--- config.mk ---
export PLATFORM = sky130hd
export DESIGN_NAME = gps_code_correlator
export DESIGN_NICKNAME = d
export VERILOG_FILES = /design/src/rtl/gps_code_correlator.sv
export SDC_FILE = /design/constraint.sdc
export NUM_CORES = 1
export LEC_CHECK = 0
export BUFFER_PORTS_ARGS = -buffer_cell sky130_fd_sc_hd__buf_2
export CORE_ASPECT_RATIO = 0.5
export CORE_MARGIN = 2
export CORE_UTILIZATION = 56
export CTS_BUF_LIST = sky130_fd_sc_hd__clkbuf_2 sky130_fd_sc_hd__clkbuf_4 sky130_fd_sc_hd__clkbuf_8
export CTS_CLUSTER_DIAMETER = 100
export DETAILED_ROUTE_END_ITERATION = 8
export PLACE_DENSITY = 0.79
export SYNTH_ARGS = -nofsm -noshare
export SYNTH_HDL_FRONTEND = slang
export SYNTH_SLANG_ARGS = --single-unit
--- constraint.sdc ---
create_clock -name clk -period 10 [get_ports clk]
set_input_delay 0.5 -clock clk [delete_from_list [all_inputs] [get_ports clk]]
set_output_delay 0.5 -clock clk [all_outputs]
set_load 0.01 [all_outputs]
--- src/rtl/gps_code_correlator.sv ---
// Early/punctual/late accumulate-and-dump correlator: six saturating I/Q sums
// integrated over INT_EPOCHS code periods, presented through a valid/ready dump register.
module gps_code_correlator #(
  parameter int SAMPLE_W   = 4,
  parameter int ACC_W      = 24,
  parameter int CNT_W      = 16,
  parameter int INT_EPOCHS = 1
) (
  input  logic                clk,
  input  logic                rst,
  input  logic                enable,
  input  logic                sample_valid,
  input  logic [SAMPLE_W-1:0] i_sample,
  input  logic [SAMPLE_W-1:0] q_sample,
  input  logic                ca_code_e,
  input  logic                ca_code_p,
  input  logic                ca_code_l,
  input  logic                code_epoch,
  output logic [ACC_W-1:0]    ie,
  output logic [ACC_W-1:0]    qe,
  output logic [ACC_W-1:0]    ip,
  output logic [ACC_W-1:0]    qp,
  output logic [ACC_W-1:0]    il,
  output logic [ACC_W-1:0]    ql,
  output logic [CNT_W-1:0]    sample_count,
  output logic                dump_valid,
  input  logic                dump_ready,
  output logic                overrun
);
  localparam int NCH  = 6;
  localparam int EP_W = 5;
  localparam logic [EP_W-1:0] EP_LAST = EP_W'(INT_EPOCHS);

  typedef enum logic {IDLE, ACCUM} state_t;

  state_t                    state_q, state_d;
  logic [NCH-1:0][ACC_W-1:0] acc_q, acc_d, sums_q, sums_d, contrib;
  logic [CNT_W-1:0]          cnt_q, cnt_d, dcnt_q, dcnt_d;
  logic [EP_W-1:0]           ep_q, ep_d;
  logic                      dv_q, dv_d, ovr_q, ovr_d;
  logic                      close;
  logic [2:0]                chip;

  assign chip = {ca_code_l, ca_code_p, ca_code_e};

  // Channel order: ie, qe, ip, qp, il, ql. Chip 1 negates the sample.
  for (genvar c = 0; c < NCH; c++) begin : g_ch
    logic [SAMPLE_W-1:0] smp;
    logic [ACC_W-1:0]    ext;
    assign smp        = (c % 2 == 0) ? i_sample : q_sample;
    assign ext        = {{(ACC_W-SAMPLE_W){smp[SAMPLE_W-1]}}, smp};
    assign contrib[c] = chip[c/2] ? -ext : ext;
  end

  function automatic logic [ACC_W-1:0] sat_add(input logic [ACC_W-1:0] a, input logic [ACC_W-1:0] b);
    logic [ACC_W:0] s;
    s = {a[ACC_W-1], a} + {b[ACC_W-1], b};
    if (s[ACC_W] != s[ACC_W-1])
      sat_add = s[ACC_W] ? {1'b1, {(ACC_W-1){1'b0}}} : {1'b0, {(ACC_W-1){1'b1}}};
    else
      sat_add = s[ACC_W-1:0];
  endfunction

  always_comb begin
    state_d = state_q;
    acc_d   = acc_q;
    cnt_d   = cnt_q;
    ep_d    = ep_q;
    sums_d  = sums_q;
    dcnt_d  = dcnt_q;
    dv_d    = dv_q;
    ovr_d   = ovr_q;
    close   = 1'b0;
    if (dv_q && dump_ready) dv_d = 1'b0;
    if (!enable) begin
      state_d = IDLE;
      acc_d   = '0;
      cnt_d   = '0;
      ep_d    = '0;
    end else if (sample_valid) begin
      if (state_q == IDLE) begin
        if (code_epoch) begin
          state_d = ACCUM;
          acc_d   = contrib;
          cnt_d   = CNT_W'(1);
          ep_d    = EP_W'(1);
        end
      end else if (code_epoch && ep_q == EP_LAST) begin
        // Closing sample belongs to the next integration, not this dump.
        close = 1'b1;
        acc_d = contrib;
        cnt_d = CNT_W'(1);
        ep_d  = EP_W'(1);
      end else begin
        if (code_epoch) ep_d = ep_q + EP_W'(1);
        for (int c = 0; c < NCH; c++) acc_d[c] = sat_add(acc_q[c], contrib[c]);
        cnt_d = (&cnt_q) ? cnt_q : cnt_q + CNT_W'(1);
      end
    end
    if (close) begin
      if (!dv_q || dump_ready) begin
        sums_d = acc_q;
        dcnt_d = cnt_q;
        dv_d   = 1'b1;
      end else begin
        ovr_d = 1'b1;
      end
    end
  end

  always_ff @(posedge clk or posedge rst) begin
    if (rst) begin
      state_q <= IDLE;
      acc_q   <= '0;
      cnt_q   <= '0;
      ep_q    <= '0;
      sums_q  <= '0;
      dcnt_q  <= '0;
      dv_q    <= 1'b0;
      ovr_q   <= 1'b0;
    end else begin
      state_q <= state_d;
      acc_q   <= acc_d;
      cnt_q   <= cnt_d;
      ep_q    <= ep_d;
      sums_q  <= sums_d;
      dcnt_q  <= dcnt_d;
      dv_q    <= dv_d;
      ovr_q   <= ovr_d;
    end
  end

  assign ie           = sums_q[0];
  assign qe           = sums_q[1];
  assign ip           = sums_q[2];
  assign qp           = sums_q[3];
  assign il           = sums_q[4];
  assign ql           = sums_q[5];
  assign sample_count = dcnt_q;
  assign dump_valid   = dv_q;
  assign overrun      = ovr_q;
endmodule

==> run metrics, run 1 <==
Static Leak=11.86 nW; final setup fails=0; CTS Buf Count=47; crit end category=flip-flop; Gate Count Post-Synth=2182; grt ovf=0; ys flop type=dfrtp_1; type of the worst setup path=primary input to flip-flop; Synth area leader=dfrtp_1; initial core utilization=57.52%; Ys Warns=0; Power Density=164.8 nW/µm²; Synth area leaders=dfrtp_1, ha_1, mux2_2; RR Startpoint=acc_q[49]; Max VDD drop=0.00007877 V; Root Buffer=clkbuf_8; htree depth=2; fin area=23230 µm²; DPL Wire Length=40.43 mm; max-cap violations=0; footprint of the multi-input gates=12160 µm²; CTS clock-pin slew for the worst setup and hold paths=0.07 ns; gr usage total=28.53%; CP max FO=25; first-pass GRT wire length=89.97 mm; actual slew at the worst max-slew pin=1.296 ns; initial DRC count=1453; die height=140.5 µm; number of fill cells=3073; syn_area_per_cell=9.568 µm²; Compound-Gate Fraction of Synth Area=21.21%; top-area cell type share of the netlist area=39.31%; RR Endpoint=acc_q[64]; CP required=10.47 ns; Post-synth EDFFs=0; Fin Hold WS=0.09613 ns; final hold vios=0; placed inst area=22180 µm²; Syn-to-layout area delta=11.27%; Core Box Area=36290 µm²; count leader, synth=dfrtp_1; flop-to-flop setup slack=5.09 ns; hold buffers post-CTS=0; vias=17500; arrival time at the worst endpoint=6.12 ns; Post-Route WL=55.87 mm; Worst setup SP type=primary input; post-route ant nets=0; top cells by count, synth=dfrtp_1, nor2_1, a21oi_1; post-synthesis register bit count=328; worst hold path type=primary input to asynchronous set/reset pin; status=finished clean; row count=49; Port-buffer cells=178; Unique masters post-synth=87; clk_lat worst skew=0.61 ns; period utilization=56.50%; wire length per cell=19.49 µm; area share of xor/xnor cells in the synthesized design=5.621%; clk buf depth=3; post-synthesis sequential area ratio=39.31%; share of cells above drive strength 1=19.78%; Storage cell area=8208 µm²; RSZ-0062 raised after global routing=no; Async SR Flop Fraction=100.0%; Final #Nets=2534; post-cts sizing count=0; vias in the first global route=16830; antenna violations before repair=1; Mapped Area=20880 µm²; CTS tree=yes; die area=38940 µm²; relative slew slack=12.68%; vias per cell=6.106; worst-case reg-to-reg path depth=15; Layout Utilization=64.01%; Synth Net Count=2371; Final Max Tran Viols=0; Die W=277.1 µm; largest net degree at the start of global routing=133; total power=3.829 mW; clock period minus worst slack=5.650 ns; maximum clock rate=0.1770 GHz; DRC=0; RePlAce Congestion=0.9728; simple-gate share of the synthesized area=11.90%; IO Pins=179; Post-CTS Repair Setup Buffers=0; Post-Synth Adder-Cell Area=10.52%; Clock Skews=0.02046 ns; Pre-antenna DRT Iters=9; largest family of logic cells by synthesized area=compound AO/OA/AOI/OAI gates; clk sinks=328; Setup TNS=0 ns; post-synthesis mux area share=8.774%
[routing by layer]
metal / global-route usage, % / part of all wire [%] / vias up
li1: - / - / 8278
met1: 40.14 / 45 / 8498
met2: 44.01 / 44 / 609
met3: 6.639 / 8.3 / 116
met4: 8.667 / 2.7 / 0
met5: 0 / 0 / -
[kinds of logic (layout without fill, tap and decap cells)]
group | Yosys count | after routing
mux | 163 | 163
flops | 328 | 328
compound gates | 703 | 703
other cells | 0 | 1
simple gates | 548 | 548
xor+xnor | 134 | 134
buf+inv | 134 | 333
fa+ha+maj | 172 | 172
[through the flow]
stage,instances,worst slack [ns]
after detailed placement,2780,3.827
final,2866,4.350
after CTS,2865,4.481
after floorplan,2182,0.4169
after global placement,2780,3.877
after global routing,2866,3.959
[flip-flops by register name, indices dropped and copies added, names as in the netlist]
| name | cells |
|---|---|
| ip | 24 |
| ql | 24 |
| cnt_q | 16 |
| ep_q | 5 |
| qe | 24 |
| overrun | 1 |
| dump_valid | 1 |
| qp | 24 |
| ie | 24 |
| sample_count | 16 |
| state_q | 1 |
| il | 24 |
| acc_q | 144 |
[area by class of cell]
class	count	area share (%)
antenna	1	0.01077
clock inverter	14	0.6517
tap	484	2.607
inverter	58	0.9695
sequential	328	35.33
clock buffer	71	3.883
multi-input combinational	1720	52.32
timing repair buffer	190	4.223
[worst max path at each step]
stage | depth (start not counted) | startpoint | slack (ns) | to
2_1_floorplan | 1 | rst | 0.42 | acc_q[0]
4_1_cts | 20 | i_sample[2] | 4.48 | acc_q[56]
5_1_grt | 20 | i_sample[2] | 3.96 | acc_q[68]
3_3_place_gp | 20 | i_sample[2] | 3.88 | acc_q[56]
3_5_place_dp | 20 | i_sample[2] | 3.83 | acc_q[64]
6_report | 20 | i_sample[2] | 4.35 | acc_q[64]
[power by group]
part	switching (mW)	internal, mW	total, mW
clock network	0.551	0.656	1.21
registers	0.0865	1.42	1.50
logic	0.681	0.437	1.12
[cells in the final DEF, fill, tap and decap left out, types with 6 or more instances in the layout]
cell type	instances
a211o_1	7
a211oi_1	18
a21boi_0	12
a21o_1	51
a21oi_1	195
a221o_1	9
a22o_1	20
a22oi_1	25
a31oi_1	20
and2_1	16
and3_1	12
buf_2	178
buf_4	12
clkbuf_4	12
clkbuf_8	59
clkinv_2	9
dfrtp_1	328
fa_1	6
ha_1	166
inv_1	57
mux2_2	160
nand2_1	171
nand2b_1	28
nand3_1	26
nand4_1	16
nor2_1	201
nor2b_1	19
nor3_1	15
o211ai_1	27
o21a_1	27
o21ai_0	171
o21ai_1	41
o21bai_1	10
o31ai_1	7
or2_2	9
or3_1	10
xnor2_1	82
xor2_1	52
[worst max-delay path, cell delays in order]
cell and delay, ns:
buf_2 0.14, or3_1 0.38, ha_1 0.22, a21boi_0 0.54, inv_1 0.30, ha_1 0.41, nand2_1 0.13, nor2_1 0.05
a221o_1 0.43, a221oi_2 0.38, o21ai_0 0.14, a21oi_1 0.24, o21bai_1 0.10, a21o_1 0.22, xor2_1 0.16, ha_1 0.86
o21ai_0 0.21, a22o_1 0.32, o21ai_1 0.24, o21ai_0 0.15
Power figures use the tool's default switching activity.
==> run 2: changes to the inputs <==
Clock period 10 ns to 4.7 ns, I/O delays scaled along.
==> run 2 against run 1 <==
  * Power up 120%
  * Sequential power increased by 110%
  * Clock power grew 130%
  * First-iteration DRC count up 7.6%
  * Critical path depth rose by 3
  * Core utilization up 2.8 points
  * Register-to-register slack worse by 4.5 ns
  * Clock-buffer cell count up 5
  * Final cell count is 4.3% higher
  * Combinational power is 130% higher
  * Worst hold slack got worse by 0.050 ns
  * Via count increased by 3.5%
  * Largest power group unchanged
  * Highest routed layer unchanged
==> run metrics, run 2 (synthesis results as in run 1) <==
status=finished clean; vias in the first global route=17730 (+5.4%); die height=140.5 µm (unchanged); HP Start=q_sample[0]; Biggest register=acc_q; CTS tree=yes; Core Box Area=36290 µm² (unchanged); row count=49 (unchanged); CP max FO=13 (-48%); hold path cells=4; CTS Buf Count=49 (+4.3%); clock period minus worst slack=4.203 ns; Largest register FFs=144 (unchanged); fin area=24230 µm² (+4.3%); CTS clock-pin slew for the worst setup and hold paths=0.07 ns (about the same); RSZ-0062 raised after global routing=no; flop-to-flop setup slack=0.62 ns (-4.47 ns); IO Pins=179 (unchanged); actual slew at the worst max-slew pin=1.089 ns (-0.2074 ns); Pre-antenna DRT Iters=5 (-4); Syn-to-layout area delta=16.06%; Post-Route WL=57.51 mm (+2.9%); Worst path most repeated cell=ha_1; Crit path largest cell delay=0.34 ns (-0.52 ns); most frequent cells in the layout=dfrtp_1, nor2_1, a21oi_1, buf_2; number of fill cells=2912 (-5.2%); Final #Nets=2653 (+4.7%); commonest non-fill, non-tap cell in the layout=dfrtp_1; post-route ant nets=0 (unchanged); wire length per cell=19.24 µm (-1.3%); slowest CP cell=ha_1; htree depth=2 (unchanged); Static Leak=12.47 nW (+5.1%); first-pass GRT wire length=92.59 mm (+2.9%); Port-buffer cells=178 (unchanged); post-cts sizing count=0 (unchanged); clk buf depth=3 (unchanged); final setup fails=0 (unchanged); setup ws final=0.4970 ns (-3.853 ns); worst-case reg-to-reg path depth=15 (unchanged); worst hold path type=primary input to flip-flop; Worst setup SP type=primary input; Root Buffer=clkbuf_8; share of cells above drive strength 1=23.54% (+3.8 points); Final Max Tran Viols=0 (unchanged); grt ovf=0 (unchanged); vias per cell=6.060 (-0.77%); Setup WS pre-CTS=-0.04049 ns (-3.867 ns); crit end category=flip-flop; final std cells w/o fill=2989 (+4.3%); Clock Skews=0.03418 ns (+0.01371 ns); Power Density=351.0 nW/µm² (+110%); CP required=5.21 ns (-5.26 ns); Placed Cells=2894 (+4.1%); RePlAce Congestion=1.011 (+3.9%); initial DRC count=1564 (+7.6%); DRC=0 (unchanged); max-cap violations=0 (unchanged); clk sinks=328 (unchanged); Fin Hold WS=0.04588 ns (-0.05024 ns); RR Startpoint=acc_q[72]; DPL Wire Length=42.20 mm (+4.4%); clk_lat worst skew=0.62 ns (about the same); hold path endpoint=acc_q[24]; Die W=277.1 µm (unchanged); RR Endpoint=acc_q[73]; Max VDD drop=0.0002241 V (+180%); largest net degree at the start of global routing=116 (-13%); crit path cell chain=buf_2 -> inv_1 -> ha_1 -> nand2_1 -> ha_1 -> a21oi_1 -> inv_1 -> ha_1 -> a211oi_1 -> nor2_1 -> o311a_1 -> a211oi_1 -> nand3_1 -> a31oi_1 -> o21ai_0 -> a21oi_1 -> xnor2_1 -> ha_1 -> and2_1 -> a41oi_1 -> nand2_1 -> buf_4 -> o21ai_0; total power=8.504 mW (+120%); gr usage total=29.37% (+0.84 points); arrival time at the worst endpoint=4.71 ns (-1.41 ns); placed inst area=23070 µm² (+4.0%); relative slew slack=27.42% (+15 points); die area=38940 µm² (unchanged); initial core utilization=57.52% (unchanged); Setup crit start=q_sample[1]; type of the worst setup path=primary input to flip-flop; period utilization=89.42%; final hold vios=0 (unchanged); vias=18110 (+3.5%); maximum clock rate=0.2379 GHz; antenna violations before repair=3 (+2)
==> run 2: cell types whose count changed in the layout (fill, tap and decap cells not counted), sizes merged <==
cell / change
bufinv: +1
buf: +114
clkinvlp: +1
clkbuf: +5
dlygate4sd3: +3
diode: +2
clkinv: -3
==> run 2: worst max path at each step <==
| stage | cells past startpoint | slack, ns | to |
|---|---|---|---|
| 4_1_cts | 23 | 0.60 | acc_q[73] |
| 3_3_place_gp | 23 | 0.12 | acc_q[86] |
| 2_1_floorplan | 1 | 0.09 | acc_q[0] |
| 5_1_grt | 23 | 0.06 | acc_q[74] |
| 3_5_place_dp | 23 | -0.04 | acc_q[73] |
| 6_report | 23 | 0.50 | acc_q[73] |
==> run 2: metal layers <==
layer	share of wire, %	vias up	global-route usage [%]
li1	-	8520	-
met1	44	8791	40.92
met2	44	667	45.24
met3	7.9	134	5.605
met4	3.8	0	12.21
met5	0	-	0
==> run 2: power by group <==
| part | leakage [nW] | switching [mW] | internal, mW |
|---|---|---|---|
| sequential | 4.49 | 0.182 | 3.01 |
| clock | 0.596 | 1.22 | 1.51 |
| combinational | 7.38 | 1.50 | 1.07 |
==> run 2: worst max-delay path, delay by kind of cell <==
family | cells | cell delay, ns
XOR/XNOR | 1 | 0.15
adder cells (fa/ha/maj) | 4 | 1.01
AO/OA/AOI/OAI | 9 | 2.11
buffers and inverters | 4 | 0.59
AND/OR/NAND/NOR | 5 | 0.60
==> run 2: cell type report <==
class                           count  area, µm²  share of cell area (%)
Multi-Input combinational cell   1720      12150                   50.13
Inverter                           58      221.5                  0.9140
Clock inverter                     13      171.4                  0.7075
Tap cell                          484      605.6                   2.499
Timing Repair Buffer              307       1917                   7.911
Sequential cell                   328       8208                   33.88
Clock buffer                       76      952.2                   3.930
Antenna cell                        3      7.507                 0.03098
==> run 2: timing repair <==
| item | CTS | global route |
|---|---|---|
| hold endpoints to repair | 32 | 0 |
| setup buffers | 0 | 0 |
| hold buffers | 3 | 0 |
==> run 2: through the flow <==
| step | TNS, ns | util [%] |
|---|---|---|
| detailed placement | -0.04313 | 63.56 |
| floorplan | 0 | - |
| finish | 0 | 66.76 |
| global route | 0 | 66.76 |
| global placement | 0 | 63.56 |
| CTS | 0 | 66.74 |
==> run 3: changes to the inputs <==
Settings changed: PLACE_DENSITY 0.79 to not set, PLACE_DENSITY_LB_ADDON set to 0.3, RECOVER_POWER set to 100.
==> run 3 against run 2 <==
  * The flow now finishes with violations (capacitance limit, slew limit)
  * First-iteration DRC count shrank 8.9%
  * Die area is the same
  * Core utilization shrank 1.4 points
  * Critical path depth shrank 6
  * Routed wire length shrank 1.1%
  * Sequential share of layout area grew 0.75 points
  * Non-clock buffer count shrank 6
  * Global-route usage shrank 0.079 points
  * Combinational power shrank 2%
  * Via count shrank 1.9%
  * Clock skew shrank 0.0067 ns
  * Critical endpoint is now acc_q[127]
  * Largest power group unchanged
  * Highest routed layer unchanged
==> run metrics, run 3 (synthesis results as in run 1) <==
CTS clock-pin slew for the worst setup and hold paths=0.08 ns (about the same); type of the worst setup path=primary input to flip-flop; gr usage total=29.29% (-0.079 points); initial core utilization=57.52% (unchanged); crit end category=flip-flop; clk buf depth=3 (unchanged); die height=140.5 µm (unchanged); worst hold path type=primary input to flip-flop; relative slew slack=-135.0% (-160 points); RR Startpoint=state_q; grt ovf=0 (unchanged); HP Start=q_sample[0]; final hold vios=0 (unchanged); period utilization=94.46% (+5.0 points); Static Leak=11.59 nW (-7.1%); post-cts sizing count=0 (unchanged); die area=38940 µm² (unchanged); RePlAce Congestion=0.9489 (-6.2%); Max VDD drop=0.0001933 V (-14%); Die W=277.1 µm (unchanged); Worst setup SP type=primary input; IO Pins=179 (unchanged); wire length per cell=19.10 µm (-0.70%); maximum clock rate=0.2253 GHz (-5.3%); Final Max Tran Viols=426 (+426); RSZ-0062 raised after global routing=no; antenna violations before repair=4 (+1); htree depth=2 (unchanged); Post-Route WL=56.87 mm (-1.1%); status=finished with violations; largest net degree at the start of global routing=155 (+34%); Post-CTS Repair Setup Buffers=0 (unchanged); number of fill cells=3097 (+6.4%); CP max FO=16 (+3); commonest non-fill, non-tap cell in the layout=dfrtp_1; arrival time at the worst endpoint=4.89 ns (+0.18 ns); most frequent cells in the layout=dfrtp_1, nor2_1, o21ai_0, a21oi_1, clkbuf_1; Root Buffer=clkbuf_8; share of cells above drive strength 1=15.94% (-7.6 points); clk sinks=328 (unchanged); Largest register FFs=144 (unchanged); vias=17780 (-1.9%); Port-buffer cells=178 (unchanged); Power Density=344.4 nW/µm² (-1.9%); failing checks=capacitance limit, slew limit; clk_lat worst skew=0.63 ns (about the same); total power=8.163 mW (-4.0%); clock period minus worst slack=4.439 ns (+0.2365 ns); Final #Nets=2646 (-0.26%); Pre-antenna DRT Iters=5 (unchanged); row count=49 (unchanged); post-route ant nets=0 (unchanged); Setup TNS=0 ns (unchanged); initial DRC count=1425 (-8.9%); Core Box Area=36290 µm² (unchanged); Syn-to-layout area delta=13.54%; Clock Skews=0.02748 ns (-0.006694 ns); Placed Cells=2887 (-0.24%); final std cells w/o fill=2977 (-0.40%); DPL Wire Length=41.53 mm (-1.6%); Layout Utilization=65.31% (-1.4 points); vias per cell=5.971 (-1.5%); Setup crit start=q_sample[2]; Biggest register=acc_q; DRC=0 (unchanged); vias in the first global route=17120 (-3.4%); final setup fails=0 (unchanged); Fin Hold WS=0.02561 ns (-0.02027 ns); max-cap violations=5 (+5); CP required=5.15 ns (-0.06 ns); hold buffers post-CTS=4 (+1); actual slew at the worst max-slew pin=3.525 ns (+2.436 ns); first-pass GRT wire length=91.60 mm (-1.1%); CTS Buf Count=48 (-2.0%); CTS tree=yes
[run 3: critical path: stages]
cell       delay (ns)
clkbuf_1         0.08
or3_1            0.39
nand2b_1         0.16
ha_1             0.29
o21ai_0          0.41
clkbuf_2         0.33
ha_1             0.32
nor3_1           0.27
nor3b_1          0.15
o2111ai_1        0.15
and3b_1          0.27
a31oi_1          0.13
nor3_1           0.37
a31oi_1          0.21
o21ai_2          0.15
clkbuf_1         0.73
o21ai_0          0.23
[run 3: worst paths after layout]
check | endpoint | slack [ns] | cells after the start
setup / recovery | acc_q[127] | 0.26 | 17
hold / removal | acc_q[24] | 0.03 | 4
setup reg to reg | acc_q[102] | 0.27 | 9
hold reg to reg | overrun | 0.47 | 2
max in group asynchronous | ql[14] | 0.99 | 4
min in group asynchronous | ie[22] | 1.24 | 4
[run 3: area by class of cell]
class	count	area, µm²	area share, %
sequential	328	8208	34.62
clock buffer	72	884.6	3.732
antenna	2	5.005	0.02111
inverter	58	219.0	0.9237
clock inverter	12	96.34	0.4064
multi-input combinational	1720	12130	51.18
tap	484	605.6	2.555
timing repair buffer	301	1554	6.555
[run 3: power by group]
| part | total, mW | switching (mW) | internal (mW) | leakage, nW |
|---|---|---|---|---|
| registers | 3.20 | 0.180 | 3.02 | 4.49 |
| logic | 2.53 | 1.49 | 1.04 | 6.56 |
| clock network | 2.44 | 1.18 | 1.26 | 0.533 |
| total | 8.16 | 2.85 | 5.31 | 11.6 |
[run 3: through the flow]
stage               setup slack, ns  area, µm²
global placement            0.05825      23040
finish                       0.2605      23710
floorplan                   0.08631      20880
detailed placement          -0.1091      23040
CTS                          0.4985      24060
global route                0.02973      23710
[run 3: layer usage]
layer,part of all wire (%),routed length [µm],track usage [%],up-vias
li1,-,-,-,8521
met5,0,0,0,-
met4,3.5,1978,11.30,0
met1,45,25590,41.08,8535
met2,44,24850,44.86,600
met3,7.8,4453,6.005,120
